### src/rtl/apb_rr_master10.sv
// Two-requester APB master: round-robin arbitration in IDLE, then an APB SETUP/ACCESS
// transfer for the granted requester, finished by a one-cycle done pulse or a wait-state timeout.
module apb_rr_master10 #(
   parameter int PADDR_WIDTH10  = 32,
   parameter int PWDATA_WIDTH10 = 32,
   parameter int PRDATA_WIDTH10 = 32,
   parameter int TIMEOUT10      = 16
) (
   input  logic                        pclock10,
   input  logic                        preset10,
   input  logic [1:0]                  req10,
   input  logic [2*PADDR_WIDTH10-1:0]  addr10,
   input  logic [1:0]                  write10,
   input  logic [2*PWDATA_WIDTH10-1:0] wdata10,
   output logic [1:0]                  done10,
   output logic [PRDATA_WIDTH10-1:0]   rdata10,
   output logic                        err10,
   output logic [PADDR_WIDTH10-1:0]    paddr10,
   output logic                        prwd10,
   output logic [PWDATA_WIDTH10-1:0]   pwdata10,
   output logic [15:0]                 psel10,
   output logic                        penable10,
   input  logic                        pready10,
   input  logic [PRDATA_WIDTH10-1:0]   prdata10,
   input  logic                        pslverr10,
   output logic [1:0]                  dbg_state10
);

   localparam logic [1:0] ST_IDLE   = 2'd0;
   localparam logic [1:0] ST_SETUP  = 2'd1;
   localparam logic [1:0] ST_ACCESS = 2'd2;
   localparam logic [7:0] TO_LAST   = 8'(TIMEOUT10 - 1);

   logic [1:0]                  state_q, state_d;
   logic                        gnt_q, gnt_d;
   logic                        prio_q, prio_d;
   logic [7:0]                  wait_q, wait_d;
   logic [PADDR_WIDTH10-1:0]    paddr_q, paddr_d;
   logic                        prwd_q, prwd_d;
   logic [PWDATA_WIDTH10-1:0]   pwdata_q, pwdata_d;
   logic [15:0]                 psel_q, psel_d;
   logic                        penable_q, penable_d;
   logic [1:0]                  done_q, done_d;
   logic [PRDATA_WIDTH10-1:0]   rdata_q, rdata_d;
   logic                        err_q, err_d;

   logic [1:0]                  req_eff;
   logic                        grant_idx;
   logic [PADDR_WIDTH10-1:0]    sel_addr;
   logic                        finish;

   // Handshake: a requester raises req10[i] with stable addr/write/wdata and keeps them until
   // done10[i] pulses; the pulse masks that requester for one arbitration so the other gets a turn.
   always_comb begin
      req_eff   = req10 & ~done_q;
      grant_idx = (req_eff == 2'b11) ? prio_q : (req_eff[1] & ~req_eff[0]);
      sel_addr  = grant_idx ? addr10[2*PADDR_WIDTH10-1 -: PADDR_WIDTH10]
                            : addr10[PADDR_WIDTH10-1:0];
   end

   always_comb begin
      state_d   = state_q;
      gnt_d     = gnt_q;
      prio_d    = prio_q;
      wait_d    = wait_q;
      paddr_d   = paddr_q;
      prwd_d    = prwd_q;
      pwdata_d  = pwdata_q;
      psel_d    = psel_q;
      penable_d = penable_q;
      done_d    = 2'b00;
      rdata_d   = rdata_q;
      err_d     = err_q;
      finish    = 1'b0;
      case (state_q)
         ST_IDLE: begin
            psel_d    = 16'h0000;
            penable_d = 1'b0;
            if (req_eff != 2'b00) begin
               gnt_d    = grant_idx;
               prio_d   = ~grant_idx;
               paddr_d  = sel_addr;
               prwd_d   = write10[grant_idx];
               pwdata_d = grant_idx ? wdata10[2*PWDATA_WIDTH10-1 -: PWDATA_WIDTH10]
                                    : wdata10[PWDATA_WIDTH10-1:0];
               psel_d   = 16'(1) << sel_addr[15:12];
               state_d  = ST_SETUP;
            end
         end
         ST_SETUP: begin
            penable_d = 1'b1;
            wait_d    = 8'd0;
            state_d   = ST_ACCESS;
         end
         ST_ACCESS: begin
            if (pready10) begin
               finish = 1'b1;
               err_d  = pslverr10;
               if (!prwd_q) rdata_d = prdata10;
            end else if (wait_q == TO_LAST) begin
               // Slave never answered: abort with an error, read data left untouched.
               finish = 1'b1;
               err_d  = 1'b1;
            end else begin
               wait_d = wait_q + 8'd1;
            end
            if (finish) begin
               psel_d         = 16'h0000;
               penable_d      = 1'b0;
               done_d[gnt_q]  = 1'b1;
               state_d        = ST_IDLE;
            end
         end
         default: state_d = ST_IDLE;
      endcase
   end

   always_ff @(posedge pclock10 or negedge preset10) begin
      if (!preset10) begin
         state_q   <= ST_IDLE;
         gnt_q     <= 1'b0;
         prio_q    <= 1'b0;
         wait_q    <= 8'd0;
         paddr_q   <= '0;
         prwd_q    <= 1'b0;
         pwdata_q  <= '0;
         psel_q    <= 16'h0000;
         penable_q <= 1'b0;
         done_q    <= 2'b00;
         rdata_q   <= '0;
         err_q     <= 1'b0;
      end else begin
         state_q   <= state_d;
         gnt_q     <= gnt_d;
         prio_q    <= prio_d;
         wait_q    <= wait_d;
         paddr_q   <= paddr_d;
         prwd_q    <= prwd_d;
         pwdata_q  <= pwdata_d;
         psel_q    <= psel_d;
         penable_q <= penable_d;
         done_q    <= done_d;
         rdata_q   <= rdata_d;
         err_q     <= err_d;
      end
   end

   assign done10      = done_q;
   assign rdata10     = rdata_q;
   assign err10       = err_q;
   assign paddr10     = paddr_q;
   assign prwd10      = prwd_q;
   assign pwdata10    = pwdata_q;
   assign psel10      = psel_q;
   assign penable10   = penable_q;
   assign dbg_state10 = state_q;

endmodule

### config.mk
export PLATFORM = sky130hd
export DESIGN_NAME = apb_rr_master10
export DESIGN_NICKNAME = d
export VERILOG_FILES = /design/src/rtl/apb_rr_master10.sv
export SDC_FILE = /design/constraint.sdc
export NUM_CORES = 1
export LEC_CHECK = 0
export CORE_AREA = 3 3 119 121
export DETAILED_ROUTE_END_ITERATION = 12
export DIE_AREA = 0 0 122 124
export PLACE_DENSITY = 0.87
export REMOVE_ABC_BUFFERS = 1
export SYNTH_ARGS = -nofsm -noshare
export SYNTH_HDL_FRONTEND = slang
export SYNTH_SLANG_ARGS = --single-unit
### constraint.sdc
create_clock -name pclock10 -period 4.2 [get_ports pclock10]
set_input_delay 0.63 -clock pclock10 [delete_from_list [all_inputs] [get_ports pclock10]]
set_output_delay 0.63 -clock pclock10 [all_outputs]
set_load 0.01 [all_outputs]
**Word level (Yosys, flattened, before mapping)**

Index checks and enable logic that the tools add are counted.

- Add/sub/neg operators: 1
- Magnitude comparators: 3
- Equality and inequality tests: 8
- Shift operators: 1
- Muxes and demuxes: 25
- Bitwise operators: 6
- Reductions and logical operators: 14

Operators by type and width:

| cell | number |
|---|---|
| two-way mux 32 bit | 2 |
| two-way mux 16 bit | 2 |
| one-hot mux 16 bit (2 select lines) | 1 |
| two-way mux 8 bit | 2 |
| one-hot mux 8 bit (2 select lines) | 1 |
| left shift 1 x 4 -> 16 bit (first input constant) | 1 |
| two-way mux 1 bit | 10 |
| AND reduction 2 bit | 5 |
| adder 8 x 1 -> 8 bit (second input constant) | 1 |
| == test 8 x 4 -> 1 bit (second input constant) | 1 |
| two-way mux 2 bit | 4 |
| inequality test 2 bit (second input constant) | 4 |
| nonzero test 2 bit | 4 |
| one-hot mux 2 bit (3 select lines) | 1 |
| AND reduction 3 bit | 2 |
| == test 2 bit (second input constant) | 2 |
| < comparator 1 x 2 -> 1 bit (second input constant) | 2 |
| inverter 1 bit | 3 |
| one-hot mux 1 bit (3 select lines) | 1 |
| nonzero test 3 bit | 1 |
| bitwise AND 2 bit | 1 |
| == test 2 x 1 -> 1 bit (second input constant) | 1 |
| logical NOT 2 bit | 1 |
| inverter 2 bit | 1 |
| 4 further kinds | 4 |

- Register bits after elaboration: 129
- Input bits: 168
- Output and inout port bits: 119
- Word-level logic and storage cells: 70

**Depth between registers and ports, before layout**

- Depth after elaboration: 9
- Gate-level depth with buffers: 8
- Mapped depth without buffers: 5

**Worst setup path before layout**

OpenSTA, ideal clock, no wires.

- Path type: in2reg
- Start: input port req10[1]
- End: register pwdata_q[11], in the netlist pwdata10[11]
- Setup time: 0.130 ns
- Arrival: 1.660 ns
- Required time: 4.070 ns
- Path slack: 2.410 ns
- Cell stages on the path: 8
- Buffers on the path: 3
- Cell sequence: nor2b_1 -> buf_2 -> o21ai_2 -> inv_2 -> buf_2 -> buf_2 -> nor2_1 -> a31oi_1

- Word-level cells in the longest chain between the ends: 4
- Elaborated cells between the ends (all ways): 7
- Classes of those cells: eq/ne: 1; mux: 2; bitwise: 2; reduce/logical: 2

Ends and longest elaborated chain:

| what | RTL line | RTL |
|---|---|---|
| start: declaration | 11 | `input logic [1:0] req10,` |
| bitwise AND 2 bit (*) | 55 | `req_eff = req10 & ~done_q;` |
| == test 2 bit or bitwise AND 1 bit (tied branches) | 56 | `grant_idx = (req_eff == 2'b11) ? prio_q : (req_eff[1] & ~req_eff[0]);` |
| two-way mux 1 bit | 56 |  |
| two-way mux 32 bit | 84 | `pwdata_d = grant_idx ? wdata10[2*PWDATA_WIDTH10-1 -: PWDATA_WIDTH10]` |
| end signal: assignment | 139 | `pwdata_q <= pwdata_d;` |
| end: declaration | 40 | `logic [PWDATA_WIDTH10-1:0] pwdata_q, pwdata_d;` |

Mark *: on every way between the ends. The rest lies on a longest branch, timed or not.
A chain may end at the register's enable or synchronous reset.

**Worst setup path in the final report**

- Start: input port req10[1]
- End: register paddr_q[31], in the netlist paddr10[31]

- Word-level cells in the longest chain between the ends: 4
- Elaborated cells between the ends (all ways): 7
- Classes of those cells: eq/ne: 1; mux: 2; bitwise: 2; reduce/logical: 2

Ends and longest elaborated chain:

| what | RTL line | RTL |
|---|---|---|
| bitwise AND 2 bit (*) | 55 |  |
| == test 2 bit or bitwise AND 1 bit (tied branches) | 56 |  |
| two-way mux 1 bit | 56 |  |
| two-way mux 32 bit | 57 | `sel_addr = grant_idx ? addr10[2*PADDR_WIDTH10-1 -: PADDR_WIDTH10]` |
| end signal: assignment | 137 | `paddr_q <= paddr_d;` |
| end: declaration | 38 | `logic [PADDR_WIDTH10-1:0] paddr_q, paddr_d;` |

Marks and branches as above.

==> metrics <==
status completed; Yosys warning total 0; final-report max-slew violation count 0; depth of the most critical reg-to-reg path 6; later-pin clock latency in the skew report 0.41 ns; Nets between 1,000 and 1,500; worst reg2reg endpoint paddr10[31]; fin crit share 0.615; data required time of the critical path about 4.5 ns; worst slew slack as a fraction of its limit 0.474; crit path DAT 2.90 ns; Post-Synthesis Cell Area about 0.0057 mm2; simple-gate share of the synthesized area 0.190; fraction of final layout cells sized beyond drive strength 1 0.0584; number of buffers inserted during clock tree synthesis 17; upper clock frequency limit ~390 MHz; commonest register cell after synthesis sky130_fd_sc_hd__dfrtp_1; largest net degree at the start of global routing 71; R2R setup slack approximately 1.9 ns; hold-fix buffer count after cts 0; Synth async-reset ratio 1.00; highest routing layer actually used met4; routed wire length between 15,000 and 20,000 um; routed length per placed instance between 15 and 20 um; dominant combinational cell family by area after synthesis simple AND/OR/NAND/NOR gates; initial antenna violation count 0; sum of net half-perimeters after detailed placement around 13,000 um; actual transition at the worst max-transition pin 0.786 ns; area grow syn2layout 64.5%; CTS-repair resized insts 0; Setup violations, final 0; FP Rows 42; number of sinks handled by clock tree synthesis 129; global-route wire length before repair approximately 27,000 um; FF+latch count, synth approximately 130; wire length on met1 roughly 6400 um; Post-Synth XOR/XNOR Area 0; most used cells in the layout excluding fill and tap cells sky130_fd_sc_hd__clkdlybuf4s50_1 (285), sky130_fd_sc_hd__nand2_1 (141), sky130_fd_sc_hd__dfrtp_1 (129), sky130_fd_sc_hd__nor2_1 (69), sky130_fd_sc_hd__a31oi_1 (65); adder-cell share of the synthesized area 0.00221; setup repair after global routing missed its margin no; vias after detailed routing roughly 5,300; vias in the first global route between 5,000 and 6,000; area of the die about 0.015 mm2; Post-synth EDFFs 0; final global-route overflow total 0; Max Cap Violations 0; startpoint type of the worst setup path input pin; fill cell instance count of the final layout 960; maximum VDD drop roughly 0.38 mV; sequential cell area fraction in the yosys report 0.571; summed negative setup slack over all endpoints 0 ns; reg2reg start done10[1]; Final Hold Fails 0; clock period minus final worst setup slack 2.58 ns; CTS tree built; Crit Path Category in -> reg; synthesized-area fraction occupied by ao, oa, aoi and oai cells 0.127; number of buffers inserted by post-CTS setup repair 0; H-tree levels 4; Cell variety after synth 42; overall global routing resource usage 0.231; clock tree root buffer cell sky130_fd_sc_hd__clkbuf_16; clock transition at the registers of the reported paths ~0.06 ns; worst clock skew roughly 0.0072 ns; horizontal extent of the die approximately 120 um; detailed-routed wire length on met2 between 9000 and 10,000 um; Detailed Routing Iterations Pass 1 5; Crit. End Element flip-flop; Post-route DRC 0; final weighted congestion in routability-driven placement between 0.8 and 0.9; vertical die dimension approximately 120 um; Vias/cell about 5.2; residual antenna-violating net count after detailed routing 0; met3 WL post-DR approximately 1800 um; drt first-iter violations 245; leakage power summed over all cells slightly below 4 nW; clock buffer depth 2; Port Buffer Count between 200 and 300; multiplexer fraction of the synthesized cell area 0.0726; post-route total power around 6.4 mW; power per cell area approximately 690 mW/mm2; Mapped Cells 566; Starting Density 0.429; CP max FO 69; area of the core about 0.013 mm2; most common cell after layout, fill and taps aside sky130_fd_sc_hd__clkdlybuf4s50_1; total inserted antenna cells 0; IO Pins between 200 and 300; average footprint of a synthesized cell about 10 um2; class of the tightest hold or removal check in -> async
## registers in the layout, summed over array words and instances, names as in the netlist
register     count
done10           2
paddr10         32
pwdata10        32
gnt_q            1
rdata10         32
psel10          16
wait_q           8
penable10        1
prwd10           1
prio_q           1
dbg_state10      2
err10            1
## worst max path at each step
stage / end / slack, ns / cells past startpoint / from
4_1_cts: paddr10[31] / 1.64 / 7 / req10[1]
5_1_grt: pwdata10[22] / 1.51 / 7 / req10[1]
2_1_floorplan: psel10[13] / 0.50 / 4 / req10[0]
3_5_place_dp: paddr10[16] / 1.26 / 7 / req10[1]
6_report: paddr10[31] / 1.62 / 7 / req10[1]
3_3_place_gp: pwdata10[17] / 1.40 / 7 / req10[1]
## stage by stage
step                      hold slack [ns]  cell area [um2]   util  instances  worst slack, ns
final                               0.280             9310  0.705       1032             1.62
after floorplan                     0.334             5470      -        531            0.504
after CTS                           0.301             9310  0.705       1032             1.64
after global placement              0.458             8650  0.656       1000             1.40
after detailed placement            0.460             8650  0.656       1000             1.26
after global routing                0.323             9310  0.705       1032             1.51
## worst max-delay path, stage by stage
cell and delay (ns):
sky130_fd_sc_hd__clkdlybuf4s50_1 0.47, sky130_fd_sc_hd__nor2b_1 0.44, sky130_fd_sc_hd__o21ai_2 0.20, sky130_fd_sc_hd__inv_4 0.53, sky130_fd_sc_hd__buf_4 0.33, sky130_fd_sc_hd__nor2_1 0.07, sky130_fd_sc_hd__a31oi_1 0.19
## area by class of cell
type,count,area (um2),area share
Clock buffer,19,443,0.0476
Clock inverter,13,209,0.0225
Inverter,7,28.8,0.00309
Multi-Input combinational cell,395,2230,0.239
Sequential cell,129,3230,0.347
Tap cell,176,220,0.0237
Timing Repair Buffer,293,2950,0.317
## cells in the mapped netlist, drive strengths merged (3+ instances only)
library cell	count	area [um2]
clkbuf	13	48.8
nand4b	4	35.0
or4	3	26.3
a31oi	65	407
inv	7	26.3
nor4	3	18.8
nand3	5	25.0
dfrtp	129	3230
nor2b	6	37.5
nand2b	6	37.5
o21ai	11	70.1
a21oi	6	30.0
a22o	16	140
mux2i	5	50.1
mux2	32	360
nor2	72	278
buf	22	136
nor3b	3	32.5
nand2	142	536
## metal layers
metal / global-route usage / vias to the layer above
li1: - / 2511
met1: 0.240 / 2487
met2: 0.412 / 280
met3: 0.0817 / 45
met4: 0.118 / 0
met5: 0 / -
## power breakdown
group	leakage (nW)	total, mW	internal, mW	switching (mW)
clock	0.310	1.62	1.07	0.548
sequential	1.55	2.09	1.78	0.311
combinational	2.08	2.72	1.44	1.28
total	3.93	6.43	4.29	2.14
## cells by family (layout without fill, tap and decap cells)
kind of cell / count (synthesis) / in the layout
AND/OR/NAND/NOR: 251 / 251
flip-flops: 129 / 129
AO/OA/AOI/OAI: 106 / 106
buffers and inverters: 42 / 332
multiplexers: 37 / 37
adder cells (fa/ha/maj): 1 / 1
Power figures use the tool's default switching activity.
